==> config.mk <==
export PLATFORM = sky130hd
export DESIGN_NAME = mem_port_arbiter_flat
export DESIGN_NICKNAME = d
export VERILOG_FILES = /design/src/rtl/mem_port_arbiter_pkg.sv /design/src/rtl/mem_port_arbiter_if.sv /design/src/rtl/mem_port_arbiter_owner_fifo.sv /design/src/rtl/mem_port_arbiter.sv /design/src/flat_wrapper.sv
export SDC_FILE = /design/constraint.sdc
export NUM_CORES = 1
export LEC_CHECK = 0
export CAP_MARGIN = 10
export CORE_AREA = 2 2 111 113
export DETAILED_ROUTE_END_ITERATION = 8
export DIE_AREA = 0 0 113 115
export GPL_TIMING_DRIVEN = 0
export PLACE_DENSITY_LB_ADDON = 0.2
export SYNTH_ARGS = -nofsm -noshare
export SYNTH_HDL_FRONTEND = slang
export SYNTH_SLANG_ARGS = --single-unit
==> constraint.sdc <==
create_clock -name clk -period 3.42 [get_ports clk]
set_clock_uncertainty 0.05 [all_clocks]
set_input_delay 0.855 -clock clk [delete_from_list [all_inputs] [get_ports clk]]
set_output_delay 0.855 -clock clk [all_outputs]
set_load 0.05 [all_outputs]
==> src/rtl/mem_port_arbiter_pkg.sv <==
// mem_arb_pkg: shared types for the mem_port_arbiter slice.
//   owner_t      - identifies a requester (0 = p0, 1 = p1)
//   arb_state_t  - arbiter lock state
//   mem_req_t    - request payload, muxed as one unit onto the MMU port
// Optional build macro used by this slice: MEM_ARB_FIXED_PRIO_EN.
package mem_arb_pkg;

    typedef logic owner_t;

    localparam int unsigned MAX_OUTSTANDING_DEF = 4;

    typedef enum logic {
        ARB_IDLE,
        ARB_LOCKED
    } arb_state_t;

    typedef struct packed {
        logic [31:0] addr;
        logic        we;
        logic [1:0]  size;
        logic [3:0]  wstrb;
        logic [31:0] wdata;
    } mem_req_t;

endpackage

==> src/rtl/mem_port_arbiter_if.sv <==
// mem_port_arbiter_if: bundle of the two LSU request ports and the MMU
// data-side port (req/addr_ok/data_ok split-transaction protocol).
//   modport master - arbiter view: takes LSU requests, drives the MMU request
//                    and the per-requester addr_ok/data_ok/rdata
//   modport slave  - environment view: LSUs plus the MMU
interface mem_port_arbiter_if;

    logic        p0_req;
    logic [31:0] p0_addr;
    logic        p0_we;
    logic [1:0]  p0_size;
    logic [3:0]  p0_wstrb;
    logic [31:0] p0_wdata;
    logic        p0_addr_ok;
    logic        p0_data_ok;

    logic        p1_req;
    logic [31:0] p1_addr;
    logic        p1_we;
    logic [1:0]  p1_size;
    logic [3:0]  p1_wstrb;
    logic [31:0] p1_wdata;
    logic        p1_addr_ok;
    logic        p1_data_ok;

    logic [31:0] rdata;

    logic        mmu_req;
    logic [31:0] mmu_addr;
    logic        mmu_we;
    logic [1:0]  mmu_size;
    logic [3:0]  mmu_wstrb;
    logic [31:0] mmu_wdata;
    logic        mmu_addr_ok;
    logic        mmu_data_ok;
    logic [31:0] mmu_rdata;

    modport master (
        input  p0_req, p0_addr, p0_we, p0_size, p0_wstrb, p0_wdata,
        output p0_addr_ok, p0_data_ok,
        input  p1_req, p1_addr, p1_we, p1_size, p1_wstrb, p1_wdata,
        output p1_addr_ok, p1_data_ok,
        output rdata,
        output mmu_req, mmu_addr, mmu_we, mmu_size, mmu_wstrb, mmu_wdata,
        input  mmu_addr_ok, mmu_data_ok, mmu_rdata
    );

    modport slave (
        output p0_req, p0_addr, p0_we, p0_size, p0_wstrb, p0_wdata,
        input  p0_addr_ok, p0_data_ok,
        output p1_req, p1_addr, p1_we, p1_size, p1_wstrb, p1_wdata,
        input  p1_addr_ok, p1_data_ok,
        input  rdata,
        input  mmu_req, mmu_addr, mmu_we, mmu_size, mmu_wstrb, mmu_wdata,
        output mmu_addr_ok, mmu_data_ok, mmu_rdata
    );

endinterface

==> src/rtl/mem_port_arbiter_owner_fifo.sv <==
// owner_fifo: in-order record of which requester owns each request the MMU
// has accepted but not yet answered.
//   clk, reset  - clock, synchronous active-high reset
//   push, din   - record a new owner (honoured when full only if popping too)
//   pop         - retire the head entry (ignored when empty)
//   head        - owner of the oldest outstanding request
//   full, empty, count - occupancy, count is $clog2(DEPTH)+1 bits
// DEPTH must be a power of two >= 2 so the pointers wrap naturally.
module owner_fifo
    import mem_arb_pkg::*;
#(
    parameter int unsigned DEPTH = MAX_OUTSTANDING_DEF
) (
    input  logic                   clk,
    input  logic                   reset,
    input  logic                   push,
    input  owner_t                 din,
    input  logic                   pop,
    output owner_t                 head,
    output logic                   full,
    output logic                   empty,
    output logic [$clog2(DEPTH):0] count
);

    localparam int unsigned PW = $clog2(DEPTH);
    localparam logic [PW:0] FULL_CNT = (PW + 1)'(DEPTH);

    owner_t        mem [DEPTH];
    logic [PW-1:0] wr_ptr;
    logic [PW-1:0] rd_ptr;
    logic          do_push;
    logic          do_pop;

    assign full    = (count == FULL_CNT);
    assign empty   = (count == '0);
    assign head    = mem[rd_ptr];
    assign do_pop  = pop && !empty;
    assign do_push = push && (!full || do_pop);

    always_ff @(posedge clk) begin
        if (do_push) begin
            mem[wr_ptr] <= din;
        end
    end

    always_ff @(posedge clk) begin
        if (reset) begin
            wr_ptr <= '0;
            rd_ptr <= '0;
            count  <= '0;
        end else begin
            if (do_push) begin
                wr_ptr <= wr_ptr + 1'b1;
            end
            if (do_pop) begin
                rd_ptr <= rd_ptr + 1'b1;
            end
            case ({do_push, do_pop})
                2'b10:   count <= count + 1'b1;
                2'b01:   count <= count - 1'b1;
                default: count <= count;
            endcase
        end
    end

endmodule

==> src/rtl/mem_port_arbiter.sv <==
// mem_port_arbiter: shares the MMU data-side request port between two LSU
// requesters. One requester is granted per address handshake; the owner of
// each accepted request is queued in order and the returning data_ok is
// steered back to it with zero added latency.
//   clk, reset      - clock, synchronous active-high reset
//   bus (master)    - p0/p1 request ports, MMU port, broadcast rdata
// Parameter MAX_OUTSTANDING (power of two >= 2): accepted requests that may
// await data_ok.
// Build macro MEM_ARB_FIXED_PRIO_EN: p0 always wins idle arbitration and the
// round-robin pointer is removed; lock behaviour is unchanged.
module mem_port_arbiter
    import mem_arb_pkg::*;
#(
    parameter int unsigned MAX_OUTSTANDING = MAX_OUTSTANDING_DEF
) (
    input  logic               clk,
    input  logic               reset,
    mem_port_arbiter_if.master bus
);

    arb_state_t state;
    owner_t     lock_owner;
`ifndef MEM_ARB_FIXED_PRIO_EN
    owner_t     rr_ptr;
`endif

    owner_t   gnt;
    logic     gnt_req;
    logic     pop;
    logic     handshake;
    mem_req_t p0_pl;
    mem_req_t p1_pl;
    mem_req_t sel_pl;

    owner_t                            fifo_head;
    logic                              fifo_full;
    logic                              fifo_empty;
    logic [$clog2(MAX_OUTSTANDING):0]  fifo_count;

    // Grant: a locked owner keeps the port; otherwise a lone requester wins,
    // and a tie goes to rr_ptr (or p0 with fixed priority).
    always_comb begin
        gnt = 1'b0;
        if (state == ARB_LOCKED) begin
            gnt = lock_owner;
        end else if (bus.p0_req && bus.p1_req) begin
`ifdef MEM_ARB_FIXED_PRIO_EN
            gnt = 1'b0;
`else
            gnt = rr_ptr;
`endif
        end else begin
            gnt = bus.p1_req;
        end
    end

    always_comb begin
        p0_pl  = '{addr: bus.p0_addr, we: bus.p0_we, size: bus.p0_size,
                   wstrb: bus.p0_wstrb, wdata: bus.p0_wdata};
        p1_pl  = '{addr: bus.p1_addr, we: bus.p1_we, size: bus.p1_size,
                   wstrb: bus.p1_wstrb, wdata: bus.p1_wdata};
        sel_pl = gnt ? p1_pl : p0_pl;
    end

    assign gnt_req   = gnt ? bus.p1_req : bus.p0_req;
    assign pop       = bus.mmu_data_ok && !fifo_empty;
    // A pop in the same cycle frees a slot, so a full FIFO need not stall.
    assign bus.mmu_req   = gnt_req && (!fifo_full || pop);
    assign handshake     = bus.mmu_req && bus.mmu_addr_ok;

    assign bus.mmu_addr  = sel_pl.addr;
    assign bus.mmu_we    = sel_pl.we;
    assign bus.mmu_size  = sel_pl.size;
    assign bus.mmu_wstrb = sel_pl.wstrb;
    assign bus.mmu_wdata = sel_pl.wdata;

    assign bus.p0_addr_ok = handshake && (gnt == 1'b0);
    assign bus.p1_addr_ok = handshake && (gnt == 1'b1);
    assign bus.p0_data_ok = pop && (fifo_head == 1'b0);
    assign bus.p1_data_ok = pop && (fifo_head == 1'b1);
    assign bus.rdata      = bus.mmu_rdata;

    always_ff @(posedge clk) begin
        if (reset) begin
            state      <= ARB_IDLE;
            lock_owner <= 1'b0;
`ifndef MEM_ARB_FIXED_PRIO_EN
            rr_ptr     <= 1'b0;
`endif
        end else begin
            case (state)
                ARB_IDLE: begin
                    // Lock also while stalled on a full FIFO.
                    if (gnt_req && !handshake) begin
                        state      <= ARB_LOCKED;
                        lock_owner <= gnt;
                    end
                end
                ARB_LOCKED: begin
                    if (!gnt_req || handshake) begin
                        state <= ARB_IDLE;
                    end
                end
                default: state <= ARB_IDLE;
            endcase
`ifndef MEM_ARB_FIXED_PRIO_EN
            if (handshake) begin
                rr_ptr <= ~gnt;
            end
`endif
        end
    end

    owner_fifo #(
        .DEPTH(MAX_OUTSTANDING)
    ) u_owner_fifo (
        .clk   (clk),
        .reset (reset),
        .push  (handshake),
        .din   (gnt),
        .pop   (pop),
        .head  (fifo_head),
        .full  (fifo_full),
        .empty (fifo_empty),
        .count (fifo_count)
    );

`ifndef SYNTHESIS
    always_ff @(posedge clk) begin
        if (!reset && bus.mmu_data_ok) begin
            assert (fifo_count != '0)
                else $error("mmu_data_ok with no outstanding request");
        end
    end
`endif

endmodule

==> src/flat_wrapper.sv <==
// flat-port wrapper written by rule: the top's interface ports become plain ports
module mem_port_arbiter_flat import mem_arb_pkg::*;
#(
    parameter int unsigned MAX_OUTSTANDING = MAX_OUTSTANDING_DEF
)
  (clk, reset, bus_p0_req, bus_p0_addr, bus_p0_we, bus_p0_size, bus_p0_wstrb, bus_p0_wdata, bus_p0_addr_ok, bus_p0_data_ok, bus_p1_req, bus_p1_addr, bus_p1_we, bus_p1_size, bus_p1_wstrb, bus_p1_wdata, bus_p1_addr_ok, bus_p1_data_ok, bus_rdata, bus_mmu_req, bus_mmu_addr, bus_mmu_we, bus_mmu_size, bus_mmu_wstrb, bus_mmu_wdata, bus_mmu_addr_ok, bus_mmu_data_ok, bus_mmu_rdata);
  mem_port_arbiter_if bus_i ();
  input  logic clk;
  input  logic reset;
  input wire logic [$bits(bus_i.p0_req)-1:0] bus_p0_req;
  input wire logic [$bits(bus_i.p0_addr)-1:0] bus_p0_addr;
  input wire logic [$bits(bus_i.p0_we)-1:0] bus_p0_we;
  input wire logic [$bits(bus_i.p0_size)-1:0] bus_p0_size;
  input wire logic [$bits(bus_i.p0_wstrb)-1:0] bus_p0_wstrb;
  input wire logic [$bits(bus_i.p0_wdata)-1:0] bus_p0_wdata;
  output wire logic [$bits(bus_i.p0_addr_ok)-1:0] bus_p0_addr_ok;
  output wire logic [$bits(bus_i.p0_data_ok)-1:0] bus_p0_data_ok;
  input wire logic [$bits(bus_i.p1_req)-1:0] bus_p1_req;
  input wire logic [$bits(bus_i.p1_addr)-1:0] bus_p1_addr;
  input wire logic [$bits(bus_i.p1_we)-1:0] bus_p1_we;
  input wire logic [$bits(bus_i.p1_size)-1:0] bus_p1_size;
  input wire logic [$bits(bus_i.p1_wstrb)-1:0] bus_p1_wstrb;
  input wire logic [$bits(bus_i.p1_wdata)-1:0] bus_p1_wdata;
  output wire logic [$bits(bus_i.p1_addr_ok)-1:0] bus_p1_addr_ok;
  output wire logic [$bits(bus_i.p1_data_ok)-1:0] bus_p1_data_ok;
  output wire logic [$bits(bus_i.rdata)-1:0] bus_rdata;
  output wire logic [$bits(bus_i.mmu_req)-1:0] bus_mmu_req;
  output wire logic [$bits(bus_i.mmu_addr)-1:0] bus_mmu_addr;
  output wire logic [$bits(bus_i.mmu_we)-1:0] bus_mmu_we;
  output wire logic [$bits(bus_i.mmu_size)-1:0] bus_mmu_size;
  output wire logic [$bits(bus_i.mmu_wstrb)-1:0] bus_mmu_wstrb;
  output wire logic [$bits(bus_i.mmu_wdata)-1:0] bus_mmu_wdata;
  input wire logic [$bits(bus_i.mmu_addr_ok)-1:0] bus_mmu_addr_ok;
  input wire logic [$bits(bus_i.mmu_data_ok)-1:0] bus_mmu_data_ok;
  input wire logic [$bits(bus_i.mmu_rdata)-1:0] bus_mmu_rdata;
  assign bus_i.p0_req = bus_p0_req;
  assign bus_i.p0_addr = bus_p0_addr;
  assign bus_i.p0_we = bus_p0_we;
  assign bus_i.p0_size = bus_p0_size;
  assign bus_i.p0_wstrb = bus_p0_wstrb;
  assign bus_i.p0_wdata = bus_p0_wdata;
  assign bus_p0_addr_ok = bus_i.p0_addr_ok;
  assign bus_p0_data_ok = bus_i.p0_data_ok;
  assign bus_i.p1_req = bus_p1_req;
  assign bus_i.p1_addr = bus_p1_addr;
  assign bus_i.p1_we = bus_p1_we;
  assign bus_i.p1_size = bus_p1_size;
  assign bus_i.p1_wstrb = bus_p1_wstrb;
  assign bus_i.p1_wdata = bus_p1_wdata;
  assign bus_p1_addr_ok = bus_i.p1_addr_ok;
  assign bus_p1_data_ok = bus_i.p1_data_ok;
  assign bus_rdata = bus_i.rdata;
  assign bus_mmu_req = bus_i.mmu_req;
  assign bus_mmu_addr = bus_i.mmu_addr;
  assign bus_mmu_we = bus_i.mmu_we;
  assign bus_mmu_size = bus_i.mmu_size;
  assign bus_mmu_wstrb = bus_i.mmu_wstrb;
  assign bus_mmu_wdata = bus_i.mmu_wdata;
  assign bus_i.mmu_addr_ok = bus_mmu_addr_ok;
  assign bus_i.mmu_data_ok = bus_mmu_data_ok;
  assign bus_i.mmu_rdata = bus_mmu_rdata;
  mem_port_arbiter #(.MAX_OUTSTANDING(MAX_OUTSTANDING)) u_core (.clk(clk), .reset(reset), .bus(bus_i));
endmodule
# Word level (Yosys, flattened, before mapping)

Memories as Yosys holds them, arrays and structs flattened. A register that Yosys moved wholly into a read port is not among the register bits.
Index checks and enable logic that the tools add are counted.

$add $sub $neg: 4
Multiply operators: 0
Div/mod/pow operators: 0
Order comparisons: 0
Equality and inequality tests: 3
Shift-type cells: 0
Multiplexer cells: 12
Bitwise gates (word level): 3
Reduce and logical (&&, ||, !) cells: 21

Operators by type and width:

| kind                | count |
|---|---|
| $mux 71             | 1 |
| $logic_and 1x1->1   | 11 |
| $mux 1              | 7 |
| $pmux 3 s2          | 1 |
| $add 2x1->2 const B | 2 |
| $logic_not 1->1     | 4 |
| $mux 2              | 2 |
| $add 3x1->3 const B | 1 |
| $eq 3x3->1 const B  | 1 |
| $logic_not 3->1     | 1 |
| $logic_or 1x1->1    | 3 |
| $not 1->1           | 3 |
| $sub 3x1->3 const B | 1 |
| $eq 2x1->1 const B  | 1 |
| $eq 2x2->1 const B  | 1 |
| $pmux 1 s2          | 1 |
| $reduce_and 2->1    | 1 |
| $reduce_bool 2->1   | 1 |

Bits in registers: 10
Bits in latches: 0
Bits in writable memories: 4
Memory bits (read-only): 0
Input bits: 180
Output and inout port bits: 108
Word-level logic and storage cells: 50
Memories: 1

Memories:

| memory                  | depth | bits a word | rd ports | clocked after memory_dff | write ports | line                              | source |
|---|---|---|---|---|---|---|---|
| u_core.u_owner_fifo.mem | 4     | 1           | 1        | 1                        | 1           | mem_port_arbiter_owner_fifo.sv:28 | `owner_t mem [DEPTH];` |

# Longest topological paths before layout

Depth in word-level cells: 10
Gate-level depth with buffers: 9
Depth with buffers taken out: 9

# Modules after synthesis

From an unflattened synthesis, not the netlist that was laid out.

Cell total of the unflattened synthesis: 198
Area, all modules: 1964.4 sq um

Modules (own cells, without submodules):

| module           | times used | cells an instance | area each (sq um) | seq. area each (sq um) |
|---|---|---|---|---|
| mem_port_arbiter | 1          | 139               | 1326.3            | 60.1 |
| owner_fifo       | 1          | 59                | 638.1             | 300.3 |

# Least setup slack after synthesis

Ideal clock, no wire load.

Path kind: input to output
From: input port bus_p0_req
To: output port bus_p0_addr_ok
Arrival time: 2.133 ns
Data required time: 2.515 ns
Setup slack: 0.382 ns
Stages on the path: 5
Path buffers: 2
Cells stage by stage: nor2b_1 o21ai_1 buf_4 buf_6 nor2b_1

Word-level cells in the longest chain between the ends: 7
Elaborated cells between the ends (all ways): 8
Classes of those cells: mux: 3; bitwise: 1; reduce/logical: 4

Ends and longest elaborated chain:

| element             | line                   | source |
|---|---|---|
| from (decl)         | flat_wrapper.sv:10     | `input wire logic [$bits(bus_i.p0_req)-1:0] bus_p0_req;` |
| $logic_and 1x1->1 * | mem_port_arbiter.sv:46 | `end else if (bus.p0_req && bus.p1_req) begin` |
| $mux 1 *            | mem_port_arbiter.sv:46 |  |
| $mux 1 *            | mem_port_arbiter.sv:44 | `if (state == ARB_LOCKED) begin` |
| net u_core.gnt      | mem_port_arbiter.sv:27 | `owner_t gnt;` |
| $mux 1              | mem_port_arbiter.sv:65 | `assign gnt_req = gnt ? bus.p1_req : bus.p0_req;` |
| $logic_and 1x1->1   | mem_port_arbiter.sv:68 | `assign bus.mmu_req = gnt_req && (!fifo_full \|\| pop);` |
| $logic_and 1x1->1   | mem_port_arbiter.sv:69 | `assign handshake = bus.mmu_req && bus.mmu_addr_ok;` |
| $logic_and 1x1->1 * | mem_port_arbiter.sv:77 | `assign bus.p0_addr_ok = handshake && (gnt == 1'b0);` |
| to (decl)           | flat_wrapper.sv:16     | `output wire logic [$bits(bus_i.p0_addr_ok)-1:0] bus_p0_addr_ok;` |

The timed path passes the listed nets; every way through them passes the cells marked *.

# Worst setup path after layout

From: input port bus_p0_req
To: output port bus_mmu_addr[9]

Word-level cells in the longest chain between the ends: 4

Ends and longest elaborated chain:

| element           | line                   | source |
|---|---|---|
| $logic_and 1x1->1 | mem_port_arbiter.sv:46 |  |
| $mux 1            | mem_port_arbiter.sv:46 |  |
| $mux 1            | mem_port_arbiter.sv:44 |  |
| net u_core.gnt    | mem_port_arbiter.sv:27 |  |
| $mux 71           | mem_port_arbiter.sv:62 | `sel_pl = gnt ? p1_pl : p0_pl;` |
| to (decl)         | flat_wrapper.sv:28     | `output wire logic [$bits(bus_i.mmu_addr)-1:0] bus_mmu_addr;` |

The timed path passes the listed nets, and every way through them passes these cells.

==> impl_results.md <==
- Post-Synthesis Cells: 193
- Slew headroom: 55.87%
- Final #Nets: 641
- Number of synthesized flops with an enable pin: 4
- CTS tree: built
- CTS max path bufs: 2
- PwrDens: 356.0 mW/mm²
- Critical path data required time: 2.51 ns
- Initial Utilization: 16.61%
- Hold WS: 0.4311 ns
- Hold Path Origin: u_core.rr_ptr$_SDFFE_PP0P_
- Int Power: 0.0008670 W
- Critical setup path kind: in2out
- Clock Power Share: 14.1%
- Tmin final: 3.348 ns
- Largest net degree at the start of global routing: 14
- Die width: 113 µm
- Min-delay worst type: reg2reg
- Slew @ Worst Pin: 0.6563 ns
- Crit path from: bus_p0_req
- Clock latency on the worst-skew pair: 0.25 ns
- Synth unique cells: 33
- Final worst path period share: 97.89%
- Register area share after synthesis: 18.37%
- Fin. max-slew vios: 0
- Post-route antenna net violation count: 0
- RR Endpoint: u_core.u_owner_fifo.count[2]$_SDFFE_PP0P_
- CTS clk-pin slew, worst paths: 0.05 ns
- Seq pwr share: 16.6%
- Worst setup EP type: output port
- Util after Layout: 38.71%
- Area Growth Syn to Fin: 133.0%
- Mean routed wirelength per cell: 16.55 µm
- Fin. Hold Viols: 0
- Worst r2r src: u_core.u_owner_fifo.count[0]$_SDFFE_PP0P_
- Mapped Area: 0.001962 mm²
- CP Launch Type: input pin
- Max FO, Critical Path: 13
- DR vias/cell: 3.937
- R2R depth: 10
- Outcome: complete, but fails checks
- Synthesized flop and latch total: 16
- Reg-to-reg slack, setup: 0.93 ns
- Drt pass-1 iters: 6
- Most frequent cells after synthesis: mux2_2, buf_4, dfxtp_1
- Fill count: 1,203
- Number of global-route vias before repair: 2,468
- Final setup violating endpoints: 0
- Setup TNS: 0 ns
- Leakage: 1.896 nW
- Ys flop type: dfxtp_1
- DP HPWL: 8.916 mm
- Synth warnings: 0
- GR Overflow Total: 0
- Sw frac: 46.74%
- Hold Crit Depth: 2
- Antenna violations before repair: 3
- MaxCap Viol Count: 0
- Final wirelength: 9.961 mm
- RSZ-0062 raised after global routing: true
- Avg Cell Area, Syn: 10.17 µm²
- Max IR drop VDD: 173.0 µV
- Tot GR Track Use: 13.51%
- Die area: 0.01300 mm²
- Io pins: 288
- Htree depth: 1
- Net Count, Synth: 379
- Post-synth top area cell: mux2_2
- Synth top area share: 40.75%
- Worst Hold End: u_core.rr_ptr$_SDFFE_PP0P_
- Switch Pwr: 0.0007607 W
- Crit path DAT: 2.44 ns
- Gate power share: 69.3%
- Top cells by area, synth: mux2_2, buf_4, dfxtp_1
- Fraction of layout cells with a size suffix above 1: 43.39%
- Most common cell in the netlist: mux2_2
- Overall power: 0.001628 W
- Global placement routability congestion: 0.7245
- Sinks on Clock Net: 16
- Iteration-0 DRC Markers: 67
- Root Driver: clkbuf_16
- Core area: 0.01181 mm²
- Peak Freq: 0.2987 GHz
- CTS Buf Count: 3
- Global-route wire length before repair: 13.39 mm
- Vias: 2,370
- Chip height: 115 µm
- Post-synth ARST share: 0%
- Drt drc: 28
- Failing checks: DRC
- Row Count: 40
- Port Buffers: 255
## layout by cell type, fill, tap and decap left out, types with 2 or more instances in the layout
cell / instances
clkdlybuf4s50_1: 177
mux2_2: 71
buf_4: 65
buf_2: 35
dfxtp_1: 12
nor2_1: 11
inv_1: 8
buf_6: 8
clkdlybuf4s15_2: 6
nand2_1: 5
and2_1: 5
ha_1: 5
dlygate4sd2_1: 5
mux2i_1: 4
xor2_1: 4
edfxtp_1: 4
clkbuf_16: 3
o21ai_0: 2
nor2b_1: 2
a21oi_1: 2
## layer usage
metal | up-vias | part of all wire, % | track usage [%]
li1 | 1168 | - | -
met1 | 1029 | 35 | 14.75
met2 | 156 | 51 | 24.55
met3 | 13 | 13 | 5.430
met4 | 4 | 1.5 | 3.333
met5 | - | 0.30 | 0
## what timing repair did
item	4_1_cts	5_1_grt
buffers inserted	1	0
endpoints found under the hold margin	0	0
pin swaps	2	1
setup endpoints to repair	76	28
gates cloned	1	0
hold buffers	0	0
gates resized for setup	382	34
## layout make-up
class	instances	area, µm²	share of cell area [%]
inverters	8	30.03	0.6568
clock inverters	1	3.754	0.08210
repair buffers	257	2321	50.77
flip-flops and latches	16	360.3	7.882
plain buffers	41	334.1	7.307
clock buffers	3	75.07	1.642
diodes	1	2.502	0.05473
multi-input cells	128	1261	27.59
well taps	147	183.9	4.023
## how the worst max path moves through the flow
stage	depth (start not counted)	to
6_report	7	bus_mmu_addr[9]
5_1_grt	7	bus_mmu_addr[5]
4_1_cts	7	bus_mmu_addr[5]
3_5_place_dp	7	bus_mmu_wdata[3]
3_3_place_gp	7	bus_mmu_wdata[3]
2_1_floorplan	5	bus_p0_addr_ok
## stage by stage
stage	cells	setup slack [ns]	area, µm²
after floorplan	193	0.3821	1962
after global placement	595	-0.7980	4698
after detailed placement	595	-0.8322	4698
after CTS	601	0.05654	4527
after global routing	601	-0.006736	4569
final	602	0.07200	4572
## worst max-delay path: stages
cell,delay (ns)
dlygate4sd2_1,0.27
nor2b_2,0.19
o21ai_4,0.23
buf_6,0.18
buf_6,0.16
mux2_2,0.34
buf_2,0.21
## kinds of logic (layout without fill, tap and decap cells)
family / after synthesis / in the layout / synth area share, %
buf+inv: 49 / 310 / 18.05
xor+xnor: 4 / 4 / 1.786
flops: 16 / 16 / 18.37
compound gates: 12 / 12 / 4.911
fa+ha+maj: 6 / 6 / 4.209
mux: 77 / 77 / 44.52
simple gates: 29 / 29 / 8.164
other cells: 0 / 1 / 0
## power groups by stage
| stage | sequential, W | combinational [W] | clock [W] |
|---|---|---|---|
| after floorplan | 0.000265 | 0.000752 | 0 |
| after global placement | 0.000272 | 0.00118 | 0 |
| after detailed placement | 0.000274 | 0.00119 | 0 |
| after CTS | 0.000270 | 0.00113 | 0.000236 |
| after global routing | 0.000277 | 0.00119 | 0.000240 |
| final | 0.000270 | 0.00113 | 0.000229 |
Note: power is estimated with default switching activity, not from simulation.
==> edit 1, RTL diff (config.mk and constraints unchanged) <==
Add a define of `MEM_ARB_FIXED_PRIO_EN`.
--- a/src/rtl/mem_port_arbiter.sv
+++ b/src/rtl/mem_port_arbiter.sv
@@ -9,4 +9,6 @@
 // Build macro MEM_ARB_FIXED_PRIO_EN: p0 always wins idle arbitration and the
 // round-robin pointer is removed; lock behaviour is unchanged.
+`define MEM_ARB_FIXED_PRIO_EN
+
 module mem_port_arbiter
     import mem_arb_pkg::*;
Check against the original RTL: not equivalent (a bounded check fails within 4 cycles, from zero or initial values and one cycle with reset high).
==> edit 1 against the unedited design <==
- the flow still finishes with violations (design-rule violations)
- cell area is essentially flat
- routed wire length decreased by 1.2%
- sequential power decreased by 7%
- synthesized area fell by 2.2%
- maximum frequency increased by 2.4%
- setup slack improved by 0.080 ns
- sequential cell count shrank 1
- non-clock buffer count stayed put
- total power is 5.0% lower
- highest routed layer is now met4
==> edit 1: results (changes against the unedited design) <==
pwr:
  p_leak_nw: 1.95  # +3.0%
  p_clk_w: 0.000228
  netSwitchingPower_w: 0.000695  # -8.6%
  p_per_area_nw_per_um2: 338  # -5.1%
  vdd_ir_drop_max_v: 0.000151  # -13%
  comb_power_share_pct: 69.0  # -0.3 points
critical_path:
  r2r-start: "u_core.u_owner_fifo.count[0]$_SDFFE_PP0P_"
  cp.arrival_ns: 2.36  # -0.08 ns
  slowest_delay_ns: 0.51  # +0.17 ns
  cp-endpoint: "bus_mmu_req"
  cp_slowest_cell: "or4b_4"
  critPathLaunch: "bus_mmu_data_ok"
  ff2ff_setup_slack_ns: 0.85  # -0.08 ns
  cp_max_fo: 3  # -10
yosys:
  synthAdderAreaFrac_pct: 4.30  # +0.093 points
  avgSynthCellArea_um2: 10.4  # +2.6%
  synth_compound_area_share_pct: 5.35  # +0.43 points
  syn_nets: 370  # -2.4%
  ys_types: 35  # +6.1%
  muxShareOfSynthArea_pct: 44.1  # -0.38 points
  synth_xor_area_share_pct: 1.83  # +0.040 points
  synth_edf_count: 4  # unchanged
  ys_top_cells_by_area: "mux2_2 (42%), buf_4 (13%), dfxtp_1 (11%)"
  synthTopCellsByCount: "mux2_2 (71), buf_4 (32), dfxtp_1 (11)"
  yosysWarningCount: 0  # unchanged
  synth_seq_area_share_pct: 17.7  # -0.64 points
placed_design:
  port_buffers: 255  # unchanged
  dp_hpwl_mm: 8.78  # -1.5%
  pre_cts_ws_ns: -0.804  # +0.0278 ns
  gp_congestion: 0.756  # +4.3%
  dpl_cell_area_um2: 4660  # -0.91%
layout:
  diodes: 0  # -1
  fill_cells: 1264  # +5.1%
  nets: 633  # -1.2%
  instances_no_fill: 593  # -1.5%
  drive_gt1_share_pct: 44.8  # +1.5 points
route:
  routed_via_density: 3.82  # -2.9%
  drc: 4  # -86%
  wl_mm: 9.84  # -1.2%
sta:
  final.period_utilization_pct: 95.6  # -2.3 points
  worst_pin_slew_ns: 0.538  # -0.118 ns
  holdWs_ns: 0.463  # +0.0317 ns
global_routing:
  first_global_vias: 2383  # -3.4%
  grt_max_degree: 11  # -3
  grt_usage_pct: 13.9  # +0.38 points
  grt_first_pass_wirelength_mm: 13.7  # +2.7%
  antenna_found_initial: 0  # -3
clock_tree:
  clk_latency_ns: 0.24
run_status:
  violations: "design-rule violations"
  outcome: "complete, but fails checks"
worst_hold_path:
  whs_endpoint: "u_core.u_owner_fifo.count[2]$_SDFFE_PP0P_"
  worstHoldStart: "u_core.u_owner_fifo.count[2]$_SDFFE_PP0P_"
edit 1: what timing repair did:
item,4_1_cts,5_1_grt
pin swaps,0,0
gates resized for setup,428,5
setup endpoints to repair,74,74
setup buffers,3,0
edit 1: worst min-delay path, delay by kind of cell (launching register included):
family	cells	cell delay [ns]
flops	1	0.33
compound gates	2	0.14
edit 1: area by class of cell:
| type | count | area (µm²) | area share (%) |
|---|---|---|---|
| flip-flops and latches | 15 | 340 | 7.44 |
| inverters | 8 | 30.0 | 0.656 |
| plain buffers | 40 | 339 | 7.41 |
| clock buffers | 4 | 78.8 | 1.72 |
| multi-input cells | 121 | 1230 | 26.8 |
| repair buffers | 258 | 2380 | 52.0 |
| well taps | 147 | 184 | 4.02 |
edit 1: routing by layer:
metal | part of all wire (%) | up-vias | global-route usage [%]
li1 | - | 1139 | -
met1 | 37 | 1027 | 15.8
met2 | 55 | 99 | 25.9
met3 | 8.5 | 2 | 4.53
met4 | 0.11 | 0 | 1.95
met5 | 0 | - | 0
==> edit 2, RTL diff (config.mk and constraints unchanged) <==
Without the edit above. The package constant `MAX_OUTSTANDING_DEF` goes from 4 to 8.
--- a/src/rtl/mem_port_arbiter_pkg.sv
+++ b/src/rtl/mem_port_arbiter_pkg.sv
@@ -8,5 +8,5 @@
     typedef logic owner_t;
 
-    localparam int unsigned MAX_OUTSTANDING_DEF = 4;
+    localparam int unsigned MAX_OUTSTANDING_DEF = 8;
 
     typedef enum logic {
Check against the original RTL: not equivalent (Yosys sat finds a counterexample within 10 cycles, from zero or initial values and one cycle with reset high).
==> edit 2 against the unedited design <==
- sequential cell count rose by 8
- setup slack got worse by 0.024 ns
- routed wire length rose by 11%
- synthesized area rose by 14%
- cell area rose by 8.0%
- total power rose by 16%
- critical path type unchanged
- non-clock buffer count rose by 4
- core utilization rose by 3.1 points
- combinational power rose by 12%
- largest cell class unchanged
- hold slack improved by 0.034 ns
- register-to-register slack got worse by 0.09 ns
- maximum frequency fell by 0.73%
- the run still ends with design-rule violations left
==> edit 2: results (changes against the unedited design) <==
run_status:
  outcome: "complete, but fails checks"
  violations: "design-rule violations"
pwr:
  swShare_pct: 44.9  # -1.8 points
  vdd_ir_drop_max_v: 0.000233  # +34%
  p_leak_nw: 2.02  # +6.5%
critical_path:
  cp-endpoint: "bus_mmu_wdata[3]"
  cp_max_fo: 10  # -3
  cp.arrival_ns: 2.47  # +0.03 ns
  r2r-start: "u_core.u_owner_fifo.count[1]$_SDFFE_PP0P_"
  reg2regPathDepth: 11  # +1
  ff2ff_setup_slack_ns: 0.84  # -0.09 ns
route:
  wl_met1_mm: 4.20  # +21%
  drc: 10  # -64%
  initialDrtViolationCount: 51  # -24%
  wl_mm: 11.0  # +11%
  wl_met3_mm: 1.19  # -6.3%
  wl_met2_mm: 5.60  # +11%
placed_design:
  pre_cts_ws_ns: -1.15  # -0.315 ns
  dpl_cell_area_um2: 4960  # +5.6%
  dp_hpwl_mm: 9.87  # +11%
  gp_congestion: 0.846  # +17%
yosys:
  synth_compound_area_share_pct: 5.76  # +0.85 points
  synthAdderAreaFrac_pct: 2.80  # -1.4 points
  synth_seq_area_share_pct: 25.1  # +6.7 points
  synth_xor_area_share_pct: 1.96  # +0.17 points
  ys_types: 35  # +6.1%
  syn_nets: 408  # +7.7%
global_routing:
  grt_usage_pct: 15.6  # +2.1 points
  grt.met1_usage_pct: 18.7  # +4.0 points
  grt_first_pass_wirelength_mm: 15.5  # +16%
  use_met3_pct: 6.38  # +0.95 points
layout:
  fill_cells: 1191  # -1.0%
worst_hold_path:
  whs_endpoint: "u_core.lock_owner$_SDFFE_PP0P_"
  worstHoldStart: "u_core.lock_owner$_SDFFE_PP0P_"
sta:
  fmax_mhz: 297  # -0.73%
-- edit 2: what timing repair did --
item                                    in CTS  in global routing
pin swaps                                    0                  0
endpoints found under the setup margin      76                 60
buffers inserted                             5                  0
gates resized for setup                    349                 15
-- edit 2: through the flow --
stage	util [%]	power (W)	hold WS (ns)	setup TNS [ns]	cells
global placement	42.0	0.00168	0.434	-67.36	624
global route	41.8	0.00200	0.498	-0.469	633
finish	41.8	0.00189	0.465	0	634
CTS	41.6	0.00191	0.461	-0.00123	633
floorplan	-	0.00123	0.412	0	223
detailed placement	42.0	0.00169	0.446	-67.44	624
-- edit 2: worst max-delay path, cell delays in order --
cell	delay, ns
dlygate4sd2_1	0.26
nor2b_4	0.14
o31ai_4	0.23
buf_4	0.25
mux2_2	0.39
clkdlybuf4s15_2	0.35
-- edit 2: layout make-up --
cell class	instances	area (µm²)	area share, %
Tap cell	147	184	3.73
Timing Repair Buffer	259	2370	48.0
Multi-Input combinational cell	154	1390	28.2
Clock buffer	3	75.1	1.52
Clock inverter	1	3.75	0.0760
Inverter	2	7.51	0.152
Sequential cell	24	561	11.4
Buffer	43	343	6.95
Antenna cell	1	2.50	0.0507
-- edit 2: logic make-up after synthesis --
family,Yosys count
mux,79
simple gates,46
buf+inv,45
flops,24
compound gates,19
xor+xnor,5
fa+ha+maj,5
-- edit 2: power by group through the flow --
stage               combinational, W  clock [W]  sequential [W]
finish                       0.00126   0.000249        0.000380
CTS                          0.00127   0.000259        0.000380
floorplan                   0.000850          0        0.000376
global placement             0.00130          0        0.000384
global route                 0.00134   0.000269        0.000388
detailed placement           0.00131          0        0.000385
